## src/rtl/modinv_keygen.sv

```systemverilog
// modinv_keygen: RSA e/d generator, extended Euclid with a bit-serial divider and bounded candidate retries
// Ports: clk, rst_n (sync, active-low); start/phi request; rng_e candidate in, rng_en advance pulse out;
//        busy while a request runs; key_valid pulse with e_key/d_key; fail pulse when no key can be produced.
// Optional: define MODINV_KEYGEN_REJECT_SMALL_E_EN to reject e<3 and even e in LOAD (and phi<5 up front).
module modinv_keygen #(
  parameter int WIDTH = 32,
  parameter int MAX_TRIES = 255
) (
  input  logic             clk,
  input  logic             rst_n,
  input  logic             start,
  input  logic [WIDTH-1:0] phi,
  input  logic [WIDTH-1:0] rng_e,
  output logic             rng_en,
  output logic             busy,
  output logic             key_valid,
  output logic [WIDTH-1:0] e_key,
  output logic [WIDTH-1:0] d_key,
  output logic             fail
);
  typedef enum logic [2:0] {IDLE, LOAD, DIV, UPDATE, DONE, FAIL} state_t;
  localparam int CW = $clog2(WIDTH);
  state_t state, state_nx;
  logic [WIDTH-1:0] phi_r, e_r, r0, r1, rem;
  logic signed [WIDTH+1:0] t0, t1, prod;
  logic [CW-1:0] cnt;
  logic [7:0] tries;
  logic [WIDTH:0] sh;
  logic ge, e_bad, phi_bad, last_try, div_end;
  assign busy = state == LOAD || state == DIV || state == UPDATE;
  assign rng_en = state == LOAD;
  assign key_valid = state == DONE;
  assign fail = state == FAIL;
  // r0 doubles as the dividend shift register; after WIDTH steps it holds the quotient
  assign sh = {rem, r0[WIDTH-1]};
  assign ge = sh >= {1'b0, r1};
  assign prod = $signed({2'b00, r0}) * t1;
  assign last_try = tries == 8'(MAX_TRIES - 1);
  assign div_end = cnt == CW'(WIDTH - 1);
`ifdef MODINV_KEYGEN_REJECT_SMALL_E_EN
  assign phi_bad = phi < WIDTH'(5);
  assign e_bad = rng_e == '0 || rng_e >= phi_r || rng_e < WIDTH'(3) || !rng_e[0];
`else
  assign phi_bad = phi < WIDTH'(3);
  assign e_bad = rng_e == '0 || rng_e >= phi_r;
`endif
  always_ff @(posedge clk) state <= !rst_n ? IDLE : state_nx;
  // DONE/FAIL already have busy low, so a start there is accepted like in IDLE
  always_comb begin
    state_nx = state;
    case (state)
      IDLE, DONE, FAIL: state_nx = !start ? IDLE : phi_bad ? FAIL : LOAD;
      LOAD:             state_nx = !e_bad ? DIV : last_try ? FAIL : LOAD;
      DIV:              state_nx = div_end ? UPDATE : DIV;
      UPDATE:           state_nx = rem != '0 ? DIV : r1 == WIDTH'(1) ? DONE : last_try ? FAIL : LOAD;
      default:          state_nx = IDLE;
    endcase
  end
  always_ff @(posedge clk) begin
    if (!rst_n) begin
      phi_r <= '0;
      e_r <= '0;
      r0 <= '0;
      r1 <= '0;
      rem <= '0;
      t0 <= '0;
      t1 <= '0;
      cnt <= '0;
      tries <= '0;
      e_key <= '0;
      d_key <= '0;
    end else begin
      case (state)
        IDLE, DONE, FAIL: begin
          tries <= '0;
          if (start) phi_r <= phi;
        end
        LOAD: begin
          e_r <= rng_e;
          r0 <= phi_r;
          r1 <= rng_e;
          t0 <= '0;
          t1 <= (WIDTH+2)'(1);
          rem <= '0;
          cnt <= '0;
          if (e_bad) tries <= tries + 8'd1;
        end
        DIV: begin
          rem <= ge ? WIDTH'(sh - {1'b0, r1}) : sh[WIDTH-1:0];
          r0 <= {r0[WIDTH-2:0], ge};
          cnt <= cnt + 1'b1;
        end
        UPDATE: begin
          r0 <= r1;
          r1 <= rem;
          t0 <= t1;
          t1 <= t0 - prod;
          rem <= '0;
          cnt <= '0;
          // zero remainder: old r1 is the gcd and old t1 the Bezout coefficient of e
          if (rem == '0 && r1 == WIDTH'(1)) begin
            e_key <= e_r;
            d_key <= t1[WIDTH+1] ? WIDTH'(t1 + $signed({2'b00, phi_r})) : t1[WIDTH-1:0];
          end
          if (rem == '0 && r1 != WIDTH'(1)) tries <= tries + 8'd1;
        end
        default: ;
      endcase
    end
  end
endmodule

```

## config.mk

```make
export PLATFORM = sky130hd
export DESIGN_NAME = modinv_keygen
export DESIGN_NICKNAME = d
export VERILOG_FILES = /design/src/rtl/modinv_keygen.sv
export SDC_FILE = /design/constraint.sdc
export NUM_CORES = 2
export LEC_CHECK = 0
export CAP_MARGIN = 20
export CORE_MARGIN = 5
export CORE_UTILIZATION = 30
export CTS_BUF_LIST = sky130_fd_sc_hd__clkbuf_8
export CTS_CLUSTER_SIZE = 20
export DETAILED_ROUTE_END_ITERATION = 10
export HOLD_SLACK_MARGIN = 0.08
export SYNTH_ARGS = -nofsm -noshare
export SYNTH_HDL_FRONTEND = slang
export SYNTH_SLANG_ARGS = --single-unit
```

## constraint.sdc

```tcl
create_clock -name clk -period 7.1 [get_ports clk]
set_input_delay 1.065 -clock clk [delete_from_list [all_inputs] [get_ports clk]]
set_output_delay 1.065 -clock clk [all_outputs]
set_load 0.1 [all_outputs]
```

==> metrics.txt <==
synthesized instance count=4051; Lkg Pwr=roughly 17 nW; Post-synth top flop=dfxtp_1; hold path depth=2; most frequent cells in the layout=nand2_1 (660), inv_1 (659), fa_1 (499), dfxtp_1 (278), ha_1 (260); drt pass-1 iters=7; RSZ-0062 raised after global routing=true; Tot Pwr=around 7 mW; Tmin final=6.81 ns; # IOs=~140; beginning of the worst hold path=e_r[9]; net count after synthesis=~4900; Remaining DRCs=0; Die H=approximately 350 µm; skew final=~0.044 ns; Placed Area=a little under 40000 µm²; Max clock buf depth=3; Vias/cell=~5.0; routability cong.=between 0.8 and 0.9; CP endpoint kind=register; clock root buffer=clkbuf_8; fill count=11926; antenna violations before repair=4; final std cells w/o fill=between 5000 and 6000; HP Class=register to register; commonest non-fill, non-tap cell in the layout=nand2_1; via count=between 20000 and 30000; mean post-synth cell area=between 8 and 9 µm²; Slew Limit Headroom=0.248; # clock sinks=a little over 300; P&R area growth vs syn=15.7%; critical path arrival=7.36 ns; CTS H-tree lvls=2; TritonCTS buffer count=59; Fin. Hold Viols=0; clk_lat worst skew=a little over 0.7 ns; Worst path slowest cell=fa_1; full die area=~120000 µm²; gr ovfl total=0; CP max FO=12; Synth cell types=73; WHS=roughly 0.45 ns; vias in the first global route=between 20000 and 30000; largest net degree at the start of global routing=86; Crit Path Class=register to register; Worst-path clk slew=roughly 0.07 ns; Row Count=125; PD cells=roughly 180 nW/µm²; EDFF count, synth=0; outcome=finished, final reports clean; flop2flop setup slack=0.29 ns; Yosys reg bits=approximately 300; most frequent cell on the critical path=fa_1; Max Slew Vio Count=0; Final ANT Viol Nets=0; port bufs=134; synthesized cell area=around 35000 µm²; Max Cap Viol=0; Die W=around 350 µm; Hold Crit Endpoint=e_key[9]; reg2reg end=t1[33]; post-route cell area=a little over 40000 µm²; Worst-Margin Slew=about 1.1 ns; Worst EP required=between 7 and 8 ns; Initial Utilization=0.301; main area contributors after synthesis=fa_1 (29%), dfxtp_1 (18%), ha_1 (9.4%); worst vdd ir=approximately 170 µV; startpoint types=register; origin of the critical flop-to-flop path=r0[3]; Async SR Flop Fraction=0; r2r worst-path depth=25; Worst path max stage delay=around 0.52 ns; gr usage total=0.186; layout cells sized above 1=0.0864; first-pass GRT wire length=179000 µm; WL/cell=19.9 µm; Finish-stage setup viols=0; leading area contributor after synthesis=fa_1; Detailed Route WL=~110000 µm; Max Clock Freq=between 100 and 150 MHz; fin crit share=0.960; nets@finish=between 5000 and 6000; CTS tree=yes; area share of the largest cell type after synthesis=0.289; Core ar.=116000 µm²; DP HPWL=90800 µm; register area share after synthesis=0.177; Yosys warning count=0; DRT iter0 DRCs=2186; Post-Place Cells=about 5600
[critical path, delay by kind of cell, from the launching register on]
family | cells | cell delay, ns
AOI/OAI and AO/OA | 5 | 0.71
buffers and inverters | 7 | 0.60
DFF | 1 | 0.36
adders and majority gates | 9 | 4.33
and+or+nand+nor | 3 | 0.53
xor gates and xnor gates | 1 | 0.13
[kinds of logic after synthesis]
group | Yosys count | share of synthesized area
fa+ha+maj | 766 | 0.383
mux | 86 | 0.0247
xor+xnor | 141 | 0.0354
simple gates | 1230 | 0.164
buf+inv | 883 | 0.0961
compound gates | 637 | 0.120
flops | 308 | 0.177
[cell usage after synthesis (all sizes together), types with 25 or more instances]
cell type and n:
mux2i 86, o21ai 125, nand2b 28, a21oi 219, and2 248, xor2 44
nor2 128, nor4 32, o221a 31, a22o 49, a21o 49, clkbuf 216
xnor2 97, nand2 661, dfxtp 308, nand3 25, fa 503, inv 651
a211oi 40, ha 263
[where the power goes]
part	total, mW	internal (mW)	leakage, nW	switching (mW)
registers	1.98	1.82	2.52	0.161
clock network	2.19	1.28	0.789	0.916
logic	2.90	1.24	14.1	1.66
[timing repair]
item | CTS | global route
hold buffers | 0 | 0
resized for setup | 8 | 64
buffers inserted | 0 | 4
gates cloned | 0 | 3
pin swaps | 1 | 20
endpoints found under the setup margin | 2 | 14
[cell type report]
| type | instances | area, µm² | share of cell area |
|---|---|---|---|
| tap | 1524 | 1910 | 0.0473 |
| sequential | 308 | 6220 | 0.154 |
| antenna | 2 | 5.00 | 0.000124 |
| multi-input combinational | 2860 | 25500 | 0.632 |
| clock buffer | 77 | 1060 | 0.0263 |
| timing repair buffer | 296 | 2820 | 0.0699 |
| clock inverter | 33 | 392 | 0.00971 |
| inverter | 652 | 2450 | 0.0607 |
[registers in the layout, summed over array words and instances, names as in the netlist]
register,count
t0,34
t1,34
d_key,32
e_key,32
e_r,32
phi_r,32
r0,32
r1,32
rem,32
tries,8
cnt,5
state,3
[routing by layer]
metal | up-vias | GRT usage | wire [µm] | share of wire
met5 | - | 0 | 30 | 0.00026
met4 | 4 | 0.0705 | 5060 | 0.044
met3 | 227 | 0.0510 | 10100 | 0.088
met2 | 1049 | 0.298 | 51500 | 0.45
met1 | 14160 | 0.240 | 48000 | 0.42
li1 | 13182 | - | - | -
[per-stage QoR]
| step | TNS [ns] | util | setup slack, ns |
|---|---|---|---|
| finish | 0 | 0.348 | 0.285 |
| global placement | -0.176 | 0.333 | -0.112 |
| detailed placement | -0.220 | 0.333 | -0.129 |
| global route | -0.0321 | 0.348 | -0.0313 |
| CTS | 0 | 0.345 | 0.00368 |
| floorplan | 0 | - | 0.00421 |
[worst max-delay path by stage]
stage                     start      to  slack, ns  cells after the start
after floorplan           r0[1]  t1[32]      0.004                     28
after global routing      r0[2]  t1[32]      -0.03                     29
after global placement    r0[9]  t1[32]      -0.11                     25
after detailed placement  r0[2]  t1[32]      -0.13                     29
after CTS                 r0[2]  t1[32]      0.004                     26
final                     r0[3]  t1[33]       0.29                     25
(Power assumes the default switching activity.)
